==> config.mk <==
export PLATFORM = sky130hd
export DESIGN_NAME = alu_op_sequencer
export DESIGN_NICKNAME = d
export VERILOG_FILES = /design/src/rtl/alu_pkg.sv /design/src/rtl/muldiv_core.sv /design/src/rtl/alu_op_sequencer.sv
export SDC_FILE = /design/constraint.sdc
export NUM_CORES = 1
export LEC_CHECK = 0
export CAP_MARGIN = 20
export CORE_ASPECT_RATIO = 2
export CORE_MARGIN = 2
export CORE_UTILIZATION = 40
export CTS_CLUSTER_DIAMETER = 200
export CTS_CLUSTER_SIZE = 10
export DETAILED_ROUTE_END_ITERATION = 10
export GPL_TIMING_DRIVEN = 0
export MAX_ROUTING_LAYER = met4
export PLACE_DENSITY = 0.64
export SLEW_MARGIN = 20
export SYNTH_ARGS = -nofsm -noshare
export SYNTH_HDL_FRONTEND = slang
export SYNTH_SLANG_ARGS = --single-unit
==> constraint.sdc <==
create_clock -name clk -period 3.35 [get_ports clk]
set_input_delay 0.5025 -clock clk [delete_from_list [all_inputs] [get_ports clk]]
set_output_delay 0.5025 -clock clk [all_outputs]
set_load 0.1 [all_outputs]
==> src/rtl/alu_pkg.sv <==
// Shared encodings for the integer execute stage: R-type funct values,
// ALU function codes, issue-FSM states and the funct decoder.
package alu_pkg;

  localparam logic [5:0] FN_ADD  = 6'b100000;
  localparam logic [5:0] FN_SUB  = 6'b100010;
  localparam logic [5:0] FN_AND  = 6'b100100;
  localparam logic [5:0] FN_OR   = 6'b100101;
  localparam logic [5:0] FN_SLT  = 6'b101010;
  localparam logic [5:0] FN_MULT = 6'b011000;
  localparam logic [5:0] FN_DIV  = 6'b011010;
  localparam logic [5:0] FN_NOP  = 6'b000000;

  localparam logic [2:0] ALU_ADD  = 3'b000;
  localparam logic [2:0] ALU_SUB  = 3'b001;
  localparam logic [2:0] ALU_AND  = 3'b010;
  localparam logic [2:0] ALU_OR   = 3'b011;
  localparam logic [2:0] ALU_SLT  = 3'b100;
  localparam logic [2:0] ALU_MULT = 3'b101;
  localparam logic [2:0] ALU_DIV  = 3'b110;
  localparam logic [2:0] ALU_NOP  = 3'b111;

  typedef enum logic [2:0] {
    S_IDLE,
    S_ALU,
    S_MUL,
    S_DIV,
    S_FIX,
    S_DONE
  } seq_state_e;

  typedef struct packed {
    logic [2:0] code;
    logic       illegal;
  } decode_t;

  // Unlisted funct values decode to NOP with the illegal flag raised
  function automatic decode_t decode_funct(input logic [5:0] funct);
    decode_t d;
    d.code    = ALU_NOP;
    d.illegal = 1'b0;
    case (funct)
      FN_ADD:  d.code = ALU_ADD;
      FN_SUB:  d.code = ALU_SUB;
      FN_AND:  d.code = ALU_AND;
      FN_OR:   d.code = ALU_OR;
      FN_SLT:  d.code = ALU_SLT;
      FN_MULT: d.code = ALU_MULT;
      FN_DIV:  d.code = ALU_DIV;
      FN_NOP:  d.code = ALU_NOP;
      default: d.illegal = 1'b1;
    endcase
    return d;
  endfunction

endpackage

==> src/rtl/muldiv_core.sv <==
// Signed iterative multiply/divide engine: WIDTH shift-add or restoring
// steps on operand magnitudes, followed by a sign-fix cycle.
module muldiv_core #(
  parameter int unsigned WIDTH = 32
) (
  input  logic             clk,
  input  logic             rst_n,
  input  logic             start,
  input  logic             is_div,
  input  logic [WIDTH-1:0] a,
  input  logic [WIDTH-1:0] b,
  output logic             done,
  output logic [WIDTH-1:0] hi,
  output logic [WIDTH-1:0] lo
);

  localparam int unsigned CW = $clog2(WIDTH) + 1;

  typedef enum logic [1:0] {
    P_IDLE,
    P_RUN,
    P_FIX
  } phase_e;

  phase_e           r_phase;
  logic [CW-1:0]    r_cnt;
  logic             r_is_div;
  logic             r_neg_q;
  logic             r_neg_r;
  logic [WIDTH-1:0] r_mb;
  logic [WIDTH:0]   r_hi;
  logic [WIDTH-1:0] r_lo;

  logic [WIDTH-1:0]   w_mag_a;
  logic [WIDTH-1:0]   w_mag_b;
  logic [WIDTH:0]     w_mul_sum;
  logic [WIDTH:0]     w_div_shift;
  logic [WIDTH+1:0]   w_div_trial;
  logic               w_div_fits;
  logic [2*WIDTH-1:0] w_prod;
  logic [WIDTH-1:0]   w_quot;
  logic [WIDTH-1:0]   w_rem;

  assign w_mag_a = a[WIDTH-1] ? (~a + 1'b1) : a;
  assign w_mag_b = b[WIDTH-1] ? (~b + 1'b1) : b;

  // done flags the final step, so the parent's FIX cycle coincides with
  // the cycle in which hi/lo below carry the sign-fixed result
  assign done = (r_phase == P_RUN) && (r_cnt == CW'(WIDTH - 1));

  always_comb begin
    w_mul_sum   = r_hi + {1'b0, (r_lo[0] ? r_mb : '0)};
    w_div_shift = {r_hi[WIDTH-1:0], r_lo[WIDTH-1]};
    w_div_trial = {1'b0, w_div_shift} - {2'b00, r_mb};
    w_div_fits  = ~w_div_trial[WIDTH+1];
    w_prod      = {r_hi[WIDTH-1:0], r_lo};
    w_quot      = r_lo;
    w_rem       = r_hi[WIDTH-1:0];
    if (r_neg_q) begin
      w_prod = ~w_prod + 1'b1;
      w_quot = ~w_quot + 1'b1;
    end
    if (r_neg_r) begin
      w_rem = ~w_rem + 1'b1;
    end
    hi = r_is_div ? w_rem  : w_prod[2*WIDTH-1:WIDTH];
    lo = r_is_div ? w_quot : w_prod[WIDTH-1:0];
  end

  always_ff @(posedge clk or negedge rst_n) begin
    if (!rst_n) begin
      r_phase  <= P_IDLE;
      r_cnt    <= '0;
      r_is_div <= 1'b0;
      r_neg_q  <= 1'b0;
      r_neg_r  <= 1'b0;
      r_mb     <= '0;
      r_hi     <= '0;
      r_lo     <= '0;
    end else if (start) begin
      r_phase  <= P_RUN;
      r_cnt    <= '0;
      r_is_div <= is_div;
      r_neg_q  <= a[WIDTH-1] ^ b[WIDTH-1];
      r_neg_r  <= a[WIDTH-1];
      r_mb     <= w_mag_b;
      r_hi     <= '0;
      r_lo     <= w_mag_a;
    end else begin
      unique case (r_phase)
        P_RUN: begin
          if (r_is_div) begin
            r_hi <= w_div_fits ? w_div_trial[WIDTH:0] : w_div_shift;
            r_lo <= {r_lo[WIDTH-2:0], w_div_fits};
          end else begin
            r_hi <= {1'b0, w_mul_sum[WIDTH:1]};
            r_lo <= {w_mul_sum[0], r_lo[WIDTH-1:1]};
          end
          r_cnt <= r_cnt + 1'b1;
          if (done) begin
            r_phase <= P_FIX;
          end
        end
        P_FIX:   r_phase <= P_IDLE;
        default: r_phase <= P_IDLE;
      endcase
    end
  end

endmodule

==> src/rtl/alu_op_sequencer.sv <==
// Issue controller for the integer execute stage: single-cycle ops go to the
// external ALU, MULT/DIV run on muldiv_core and write the HI/LO registers.
module alu_op_sequencer
  import alu_pkg::*;
#(
  parameter int unsigned WIDTH = 32
) (
  input  logic             clk,
  input  logic             rst_n,
  input  logic             in_valid,
  output logic             in_ready,
  input  logic [5:0]       func,
  input  logic [WIDTH-1:0] op_a,
  input  logic [WIDTH-1:0] op_b,
  output logic [2:0]       alu_f,
  output logic [WIDTH-1:0] alu_a,
  output logic [WIDTH-1:0] alu_b,
  input  logic [WIDTH-1:0] alu_result,
  output logic             out_valid,
  input  logic             out_ready,
  output logic [WIDTH-1:0] result,
  output logic [WIDTH-1:0] hi,
  output logic [WIDTH-1:0] lo,
  output logic             div_by_zero,
  output logic             illegal
);

  seq_state_e       r_state;
  seq_state_e       w_next;
  logic [2:0]       r_code;
  logic [WIDTH-1:0] r_alu_a;
  logic [WIDTH-1:0] r_alu_b;
  logic [WIDTH-1:0] r_result;
  logic [WIDTH-1:0] r_hi;
  logic [WIDTH-1:0] r_lo;
  logic             r_dbz;
  logic             r_ill;

  decode_t          w_dec;
  logic             w_accept;
  logic             w_b_zero;
  logic             w_dbz;
  logic             w_core_start;
  logic             w_core_done;
  logic [WIDTH-1:0] w_core_hi;
  logic [WIDTH-1:0] w_core_lo;

  assign w_dec        = decode_funct(func);
  assign w_accept     = in_valid && (r_state == S_IDLE);
  assign w_b_zero     = (op_b == '0);
  assign w_dbz        = (w_dec.code == ALU_DIV) && w_b_zero;
  assign w_core_start = w_accept &&
                        ((w_dec.code == ALU_MULT) || ((w_dec.code == ALU_DIV) && !w_b_zero));

  muldiv_core #(
    .WIDTH(WIDTH)
  ) u_muldiv (
    .clk    (clk),
    .rst_n  (rst_n),
    .start  (w_core_start),
    .is_div (w_dec.code == ALU_DIV),
    .a      (op_a),
    .b      (op_b),
    .done   (w_core_done),
    .hi     (w_core_hi),
    .lo     (w_core_lo)
  );

  always_ff @(posedge clk or negedge rst_n) begin
    if (!rst_n) begin
      r_state <= S_IDLE;
    end else begin
      r_state <= w_next;
    end
  end

  always_comb begin
    w_next = r_state;
    unique case (r_state)
      S_IDLE: begin
        if (w_accept) begin
          case (w_dec.code)
            ALU_MULT: w_next = S_MUL;
            ALU_DIV:  w_next = w_b_zero ? S_DONE : S_DIV;
            ALU_NOP:  w_next = S_DONE;
            default:  w_next = S_ALU;
          endcase
        end
      end
      S_ALU:        w_next = S_DONE;
      S_MUL, S_DIV: if (w_core_done) w_next = S_FIX;
      S_FIX:        w_next = S_DONE;
      S_DONE:       if (out_ready) w_next = S_IDLE;
      default:      w_next = S_IDLE;
    endcase
  end

  always_comb begin
    in_ready  = (r_state == S_IDLE);
    out_valid = (r_state == S_DONE);
    alu_f     = (r_state == S_ALU) ? r_code : ALU_NOP;
  end

  // Divide-by-zero writes HI/LO at accept since it bypasses the engine
  always_ff @(posedge clk or negedge rst_n) begin
    if (!rst_n) begin
      r_code   <= ALU_NOP;
      r_alu_a  <= '0;
      r_alu_b  <= '0;
      r_result <= '0;
      r_hi     <= '0;
      r_lo     <= '0;
      r_dbz    <= 1'b0;
      r_ill    <= 1'b0;
    end else if (w_accept) begin
      r_code   <= w_dec.code;
      r_alu_a  <= op_a;
      r_alu_b  <= op_b;
      r_result <= '0;
      r_ill    <= w_dec.illegal;
      r_dbz    <= w_dbz;
      if (w_dbz) begin
        r_hi <= op_a;
        r_lo <= '1;
      end
    end else begin
      unique case (r_state)
        S_ALU: r_result <= alu_result;
        S_FIX: begin
          r_hi <= w_core_hi;
          r_lo <= w_core_lo;
        end
        S_DONE: begin
          if (out_ready) begin
            r_dbz <= 1'b0;
            r_ill <= 1'b0;
          end
        end
        default: ;
      endcase
    end
  end

  assign alu_a       = r_alu_a;
  assign alu_b       = r_alu_b;
  assign result      = r_result;
  assign hi          = r_hi;
  assign lo          = r_lo;
  assign div_by_zero = r_dbz;
  assign illegal     = r_ill;

endmodule

Word-level counts from Yosys, hierarchy flattened
Index checks and enable logic that the tools add are counted.
- ROM bits: 0
- bits in latches: 0
- memories: 0
- memory bits (writable): 0
- flip-flop bits (word level): 276
- output and inout bits: 167
- order comparisons: 0
- multiply operators: 0
- mux-type cells: 41
- shift operators: 0
- bitwise logic cells: 7
- equal/unequal tests: 22
- div/mod/pow operators: 0
- reduce and logical (&&, ||, !) cells: 21
- add/sub/neg operators: 8
- operator list (cell ; number):
    32-bit two-way mux ; 18
    33-bit two-way mux ; 4
    32-bit by 1-bit adder with 32-bit output, second input constant ; 4
    32-bit NOT ; 4
    64-bit by 1-bit adder with 64-bit output, second input constant ; 1
    64-bit two-way mux ; 1
    64-bit NOT ; 1
    33-bit by 32-bit subtractor with 34-bit output ; 1
    33-bit by 32-bit adder with 33-bit output ; 1
    32-bit logical NOT ; 1
    6-bit == test, second input constant ; 5
    3-bit case mux with 7 select lines ; 1
    6-bit by 5-bit == test with 1-bit output, second input constant ; 3
    3-bit == test, second input constant ; 5
    3-bit two-way mux ; 5
    6-bit two-way mux ; 2
    3-bit case mux with 4 select lines ; 1
    2-bit nonzero test ; 5
    3-bit case mux with 3 select lines ; 1
    2-bit by 1-bit inequality test with 1-bit output, second input constant ; 4
    8-bit OR reduction ; 1
    6-bit by 1-bit adder with 6-bit output, second input constant ; 1
    3-bit by 2-bit == test with 1-bit output, second input constant ; 2
    6-bit logical NOT ; 1
    14 further kinds ; 26

Depth between registers and ports, before layout
Gate-level depths: netlist of run 1.
- depth after elaboration: 7
- mapped depth: 15
- mapped depth without buffers: 13

By module
From an unflattened synthesis of run 1, not the netlist that was laid out.
- cell total of the unflattened synthesis: 2267
- area total of the unflattened synthesis: 18622.9 µm²
- modules (own cells, without submodules) (module ; area an instance (µm²) ; times used ; cells each):
    muldiv_core ; 11873.9 ; 1 ; 1562
    alu_op_sequencer ; 6749.0 ; 1 ; 705

Least setup slack after synthesis of run 1
No wires, ideal clock.
- path type: register to register
- start point: register r_state[0]
- end point: register r_hi[21], in the netlist hi[21]
- setup time: 125 ps
- arrival time: 4210 ps
- slack: -986 ps
- stages on the path, launching flop included: 9
- required time: 3225 ps
- path through: dfrtp_1 clkbuf_1 nor3_1 nand2_1 clkbuf_1 or2_2 o21ai_1 buf_2 mux2_2
- cells in the longest elaborated chain, start to end: 4
- elaborated cells between the ends (all ways): 7
- those cells by class: eq/ne (2); mux (1); reduce/logical (4)
- RTL lines (element ; RTL line ; text):
    from (decl) ; alu_op_sequencer.sv:28 ; seq_state_e r_state;
    from (signal assigned) ; alu_op_sequencer.sv:73 ; r_state <= w_next;
    3-bit logical NOT (*) ; -- ;
    net in_ready ; alu_op_sequencer.sv:11 ; output logic in_ready,
    1-bit logical AND (*) ; alu_op_sequencer.sv:49 ; assign w_accept = in_valid && (r_state == S_IDLE);
    2-bit by 1-bit inequality test with 1-bit output (no source line) / 2-bit nonzero test (equally long branches) ; -- ;
    2-bit AND reduction (no source line) ; -- ;
    to (signal assigned) ; alu_op_sequencer.sv:123 ; r_hi <= op_a;
    to (signal assigned) ; alu_op_sequencer.sv:130 ; r_hi <= w_core_hi;
    to (decl) ; alu_op_sequencer.sv:34 ; logic [WIDTH-1:0] r_hi;
Mark *: on every way through the listed nets, which the timed path passes. The rest lies on a longest branch.
A chain may end at the register's enable or synchronous reset.

Final worst setup path of run 1
- start point: register u_muldiv.r_lo[9]
- end point: register r_hi[31], in the netlist hi[31]
- cells in the longest elaborated chain, start to end: 6
- RTL lines (element ; RTL line ; text):
    from (decl) ; muldiv_core.sv:32 ; logic [WIDTH-1:0] r_lo;
    from (signal assigned) ; muldiv_core.sv:88 ; r_lo <= w_mag_a;
    from (signal assigned) ; muldiv_core.sv:94 ; r_lo <= {r_lo[WIDTH-2:0], w_div_fits};
    from (signal assigned) ; muldiv_core.sv:97 ; r_lo <= {w_mul_sum[0], r_lo[WIDTH-1:1]};
    64-bit NOT ; muldiv_core.sv:60 ; w_prod = ~w_prod + 1'b1;
    64-bit by 1-bit adder with 64-bit output ; muldiv_core.sv:60 ;
    64-bit two-way mux ; muldiv_core.sv:59 ; if (r_neg_q) begin
    32-bit two-way mux ; muldiv_core.sv:66 ; hi = r_is_div ? w_rem : w_prod[2*WIDTH-1:WIDTH];
    32-bit two-way mux ; alu_op_sequencer.sv:127 ; unique case (r_state)
    32-bit two-way mux ; alu_op_sequencer.sv:115 ; end else if (w_accept) begin
Every way passes these cells. The select of a mux whose other input is x is not followed.

==> summary.md, run 1 <==
| Metric | Value |
|---|---|
| Synth-to-layout area growth | 31.2% |
| Clock skew | 0.0208 ns |
| # fillers | 4,535 |
| Clock Sinks | 276 |
| Drt total wl | 76.3 mm |
| Worst setup path startpoint | u_muldiv.r_lo[9] |
| Initial Utilization | 40.4% |
| Fin crit share | 99.8% |
| DRT iter0 DRCs | 1,513 |
| Worst r2r path cells | 9 |
| Max Cap Viol | 0 |
| CP max FO | 4 |
| Synth Instances | 2,345 |
| Die area | 48,700 um^2 |
| CTS root buf | clkbuf_16 |
| RSZ-0062 raised after global routing | yes |
| CP Launch Type | flop |
| Async set-reset flop share out of synthesis | 100% |
| DP Area | 22,300 um^2 |
| Hold WC Path Type | in2reg |
| Post-DP HPWL | 57.6 mm |
| Worst Tran Pin Value | 1.07 ns |
| First-pass GRT wire length | 114 mm |
| Final Wtd Congestion | 1.00 |
| DIE WIDTH | 157 um |
| Sequential share of the synthesized area | 36.9% |
| Worst path required time | 3.80 ns |
| Area leader, netlist | dfrtp_1 |
| Multiplexer area fraction after synthesis | 2.53% |
| Ys Warns | 0 |
| Share of layout cells above drive strength 1 | 11.1% |
| Post-Synth Adder-Cell Area | 4.82% |
| Yosys reg bits | 276 |
| Post-Synth Simple-Gate Area | 21.1% |
| Cells after DPL | 3,246 |
| Crit. End Element | flop |
| Post-synth top area share | 36.5% |
| WL/cell | 22.8 um |
| H-tree Lvls | 1 |
| Post-route ant nets | 0 |
| Final setup viols | 0 |
| Worst-path clk slew | 0.06 ns |
| Mapped Area | 18,700 um^2 |
| Post-synthesis compound-gate area fraction | 21.9% |
| Status | finished, final reports clean |
| Worst skew pair latency | 0.61 ns |
| Final Hold Vio Count | 0 |
| Critical Path AT | 3.79 ns |
| FMAX | 0.299 GHz |
| Final Cell Area | 24,600 um^2 |
| Multi-input logic area | 11,700 um^2 |
| Cell Count, Final, Fillers Out | 3,339 |
| Initial antenna violation count | 0 |
| RR Endpoint | hi[31] |
| Tmin final | 3.34 ns |
| Total gr overflow | 0 |
| CTS tree | yes |
| Placement row count | 112 |
| DIE HEIGHT | 310 um |
| Core Area | 46,400 um^2 |
| Fin. max-slew vios | 0 |
| Residual DRC | 0 |
| Num CTS Buffers | 31 |
| CP Capture Point | hi[31] |
| Clock buffer depth | 3 |
| Critical R2R Launch | u_muldiv.r_lo[9] |
| Hold_ws | 0.333 ns |
| Largest net degree at the start of global routing | 91 |
| I/O Pins | 273 |
| Synth unique cells | 72 |
| WS Path Type | reg2reg |
| Avg Cell Area, Syn | 7.99 um^2 |
| Main synth FF type | dfrtp_1 |
| DR vias/cell | 5.77 |
| Final nets | 2,873 |
| Slew Limit Headroom | 28.2% |
| # port buffers | 271 |
| Area contributors post-synth | dfrtp_1 (36%), nand2_1 (9.9%), xor2_1 (5.6%), a21oi_1 (5.2%), o21ai_0 (5.1%) |
| Syn_nets | 2,522 |
| EDFF count, synth | 0 |
| Post-Synth XOR/XNOR Area | 8.42% |
| Router iterations before antenna repair | 5 |
| Largest family of logic cells by synthesized area | compound AO/OA/AOI/OAI gates |
| Vias | 19.3k |
| Fin util | 53.0% |
| R2r setup slk | 0.008 ns |
| FF+latch area | 6940 um^2 |
| Number of global-route vias before repair | 18.5k |
| Gr usage total | 31.7% |
logic make-up (layout without fill, tap and decap cells):
logic type	count (synthesis)	after routing
XOR/XNOR	180	180
adder cells (fa/ha/maj)	71	71
multiplexers	46	46
flip-flops	276	276
AND/OR/NAND/NOR	899	899
AO/OA/AOI/OAI	667	667
other	0	1
buffers and inverters	206	572
synthesized netlist by cell type, types with 7 or more instances:
library cell,count
a21boi_0,7
a21o_1,24
a21oi_1,194
o21a_1,10
nor2_1,173
o221ai_1,10
a31oi_1,27
o2111ai_1,7
clkbuf_1,113
or3_1,37
mux2i_1,36
buf_2,16
nand2_1,496
mux2_2,10
dfrtp_1,273
o22ai_1,8
and3_1,8
o41ai_1,18
nor2b_1,19
inv_1,67
nand4_1,15
o21ai_0,192
ha_1,69
o31ai_1,39
nor4_1,15
nand2b_1,13
or4_1,17
o211ai_1,49
or2_2,12
xor2_1,119
a211oi_1,19
xnor2_1,61
o21bai_1,8
nor3_1,33
or4_4,7
nand3_1,31
and2_1,8
buf_1,7
worst min path at each step:
stage / start / depth (start not counted) / end / slack [ns]
6_report: op_b[8] / 3 / alu_b[8] / 0.33
5_1_grt: op_b[3] / 3 / alu_b[3] / 0.36
4_1_cts: op_b[8] / 3 / alu_b[8] / 0.32
3_5_place_dp: rst_n / 1 / u_muldiv.r_mb[9] / 0.46
3_3_place_gp: alu_b[22] / 2 / alu_b[22] / 0.46
2_1_floorplan: rst_n / 0 / alu_a[0] / 0.21
critical path: stages (launching register included):
cell      delay (ns)
dfrtp_2         0.41
or4_4           0.52
or4_4           0.46
or4_4           0.53
or4_4           0.50
o21ai_4         0.20
o21ai_2         0.11
nor2_2          0.12
xor2_1          0.20
o221ai_1        0.14
per-stage QoR:
stage / setup TNS, ns / worst slack [ns]
after global placement: -3209.84 / -10.82
final: 0 / 0.00832
after detailed placement: -254.53 / -2.00
after floorplan: 0 / 0.000810
after global routing: -0.451 / -0.0877
after CTS: -0.0694 / -0.0248
layout make-up:
cell class	instances	area share, %
repair buffers	333	13.7
clock inverters	2	0.204
multi-input cells	1863	47.6
flip-flops and latches	276	28.3
clock buffers	46	3.39
inverters	67	1.04
diodes	1	0.0102
well taps	627	3.19
plain buffers	124	2.63
sequential cells by signal (all words and copies together) (netlist names), 2 cells and up:
signal and count:
alu_a 32, alu_b 32, hi 32, lo 32
r_code 3, r_state 3, result 32, u_muldiv.r_cnt 6
u_muldiv.r_hi 33, u_muldiv.r_lo 32, u_muldiv.r_mb 32, u_muldiv.r_phase 2
routing by layer:
metal / global-route usage (%) / share of wire, %
met1: 39.9 / 41
met4: 11.5 / 4.2
met2: 51.3 / 48
met3: 5.18 / 6.9
met5: - / 0
layout by cell type (no fill, tap or decap), drive strengths merged, types with 10 or more instances in the layout:
master	count
xnor2	61
nand4	15
nor2	174
xor2	119
o41ai	18
clkdlybuf4s50	260
buf	91
nor3	34
nand2b	13
nor2b	19
a31oi	27
dfrtp	273
nand3	31
o211ai	49
mux2	10
o221ai	10
nor4	15
a211oi	19
or3	37
a21o	24
o31ai	39
a21oi	194
inv	68
nand2	496
ha	69
o21ai	197
mux2i	36
o21a	10
or4	24
or2	12
clkbuf	142
repair_timing:
item / 4_1_cts / 5_1_grt
setup buffers: 39 / 16
hold buffers: 1 / 0
endpoints found under the hold margin: 52 / 0
endpoints found under the setup margin: 185 / 122
pin swaps: 41 / 33
resized for setup: 163 / 85
cloned: 3 / 0
Power of run 1 is left out: the tool's default activity adds up to more than one toggle a clock period on the data nets, which glitch-free logic cannot reach.
==> run 2: changes to the inputs <==
CTS_BUF_LIST = sky130_fd_sc_hd__clkbuf_16   (was not set)
==> summary.md, run 2 (synthesis results as in run 1) <==
| Metric | Value |
|---|---|
| Worst-path clk slew | 0.06 ns |
| Tmin final | 3.36 ns |
| Clock skew | 0.0208 ns |
| Clock Sinks | 276 |
| Worst path required time | 3.84 ns |
| Max Cap Viol | 0 |
| Post-route ant nets | 0 |
| DR vias/cell | 5.73 |
| Total gr overflow | 0 |
| Most flops, register | u_muldiv.r_hi |
| Num CTS Buffers | 31 |
| Post-DP HPWL | 57.6 mm |
| Gr usage total | 31.6% |
| Critical R2R Launch | u_muldiv.r_lo[9] |
| Final nets | 2,870 |
| Initial antenna violation count | 0 |
| Most frequent cells in the layout | nand2_1 (492), clkdlybuf4s50_1 (260), dfrtp_1 (247), a21oi_1 (190), o21ai_0 (182) |
| First-pass GRT wire length | 114 mm |
| # port buffers | 271 |
| CTS root buf | clkbuf_16 |
| Hold_sp | op_b[8] |
| Share of layout cells above drive strength 1 | 11.2% |
| CTS tree | yes |
| DRT iter0 DRCs | 1,611 |
| Worst Hold End | alu_b[8] |
| Worst setup path startpoint | u_muldiv.r_lo[9] |
| DIE WIDTH | 157 um |
| WS Path Type | reg2reg |
| H-tree Lvls | 1 |
| Failing checks | setup timing |
| WL/cell | 22.8 um |
| Worst r2r path cells | 9 |
| Fin. max-slew vios | 0 |
| Hold WC Path Type | in2reg |
| Critical Path AT | 3.85 ns |
| Max reg flops | 33 |
| Number of global-route vias before repair | 18.5k |
| Residual DRC | 0 |
| Status | complete, but fails checks |
| Worst Tran Pin Value | 1.07 ns |
| Slew Limit Headroom | 28.2% |
| Drt total wl | 76.1 mm |
| Fin worst setup slack | -0.00823 ns |
| Worst hold stages | 3 |
| Final Hold Vio Count | 0 |
| Worst skew pair latency | 0.61 ns |
| Vias | 19.1k |
| Placement row count | 112 |
| Final Wtd Congestion | 1.00 |
| Multi-input logic area | 11,700 um^2 |
| I/O Pins | 273 |
| FF+latch area | 6940 um^2 |
| Initial Utilization | 40.4% |
| Final setup viols | 1 |
| CP max FO | 4 |
| R2r setup slk | -0.008 ns |
| CP Launch Type | flop |
| Core Area | 46,400 um^2 |
| # fillers | 4,532 |
| Fin util | 53.0% |
| Crit. End Element | flop |
| Router iterations before antenna repair | 6 |
| Largest net degree at the start of global routing | 91 |
| RR Endpoint | hi[21] |
| Synth-to-layout area growth | 31.2% |
| DIE HEIGHT | 310 um |
| Fin crit share | 100% |
| FMAX | 0.298 GHz |
| Most common cell after layout, fill and taps aside | nand2_1 |
| RSZ-0062 raised after global routing | yes |
| Clock buffer depth | 3 |
| Die area | 48,700 um^2 |
==> run 2: cell count changes in the layout (fill, tap and decap cells not counted), moves of 2 or more <==
cell	delta
ha_4	-2
buf_4	-2
inv_1	+14
clkbuf_4	+2
clkbuf_1	-15
clkbuf_2	-2
==> run 2: area by class of cell <==
| type | instances | area share [%] |
|---|---|---|
| Tap cell | 627 | 3.19 |
| Buffer | 123 | 2.61 |
| Antenna cell | 1 | 0.0102 |
| Clock buffer | 31 | 3.16 |
| Sequential cell | 276 | 28.3 |
| Inverter | 67 | 1.04 |
| Clock inverter | 17 | 0.433 |
| Timing Repair Buffer | 331 | 13.6 |
| Multi-Input combinational cell | 1863 | 47.7 |
==> run 2: stage by stage <==
| stage | hold WS [ns] | worst slack [ns] | cell area (um^2) | std cells | TNS (ns) |
|---|---|---|---|---|---|
| final | 0.337 | -0.00823 | 24600 | 3336 | -0.00823 |
| after global routing | 0.365 | -0.0875 | 24600 | 3335 | -0.615 |
| after CTS | 0.323 | -0.0249 | 24100 | 3322 | -0.0776 |
| after detailed placement | 0.461 | -2.00 | 22300 | 3246 | -254.53 |
| after global placement | 0.460 | -10.82 | 22200 | 3243 | -3209.84 |
| after floorplan | 0.207 | 0.000810 | 18700 | 2345 | 0 |
==> run 2: layer usage <==
layer  track usage (%)  share of wire (%)  vias to the layer above
met1              39.9                 41                     9167
met4              11.6                4.4                        0
met2              51.2                 48                      824
met3              5.18                7.1                      170
met5                 -                  0                        -
li1                  -                  -                     8954
==> run 2: repair_timing <==
item                                    CTS  global route
buffers inserted                         39            14
endpoints found under the hold margin    52             0
pin swaps                                41            40
gates resized for setup                 160            97
hold buffers                              1             0
cloned                                    3             0
endpoints found under the setup margin  185           122
==> run 2: worst max-delay path, cell delays in order (launching register included) <==
cell,delay [ns]
dfrtp_2,0.41
or4_4,0.52
or4_4,0.46
or4_4,0.53
or4_4,0.49
nand2_4,0.09
a21oi_1,0.07
xnor2_1,0.30
o21ai_1,0.10
mux2_4,0.28
==> run 2: worst max-delay path by stage <==
| stage | cells after the start | end | slack, ns |
|---|---|---|---|
| final | 9 | hi[21] | -0.008 |
| after global routing | 10 | hi[23] | -0.09 |
| after CTS | 9 | hi[31] | -0.02 |
| after detailed placement | 13 | u_muldiv.r_neg_q | -2.00 |
| after global placement | 1 | result[19] | -10.82 |
| after floorplan | 11 | hi[21] | 0.0008 |
Power of run 2 is left out for the same reason.
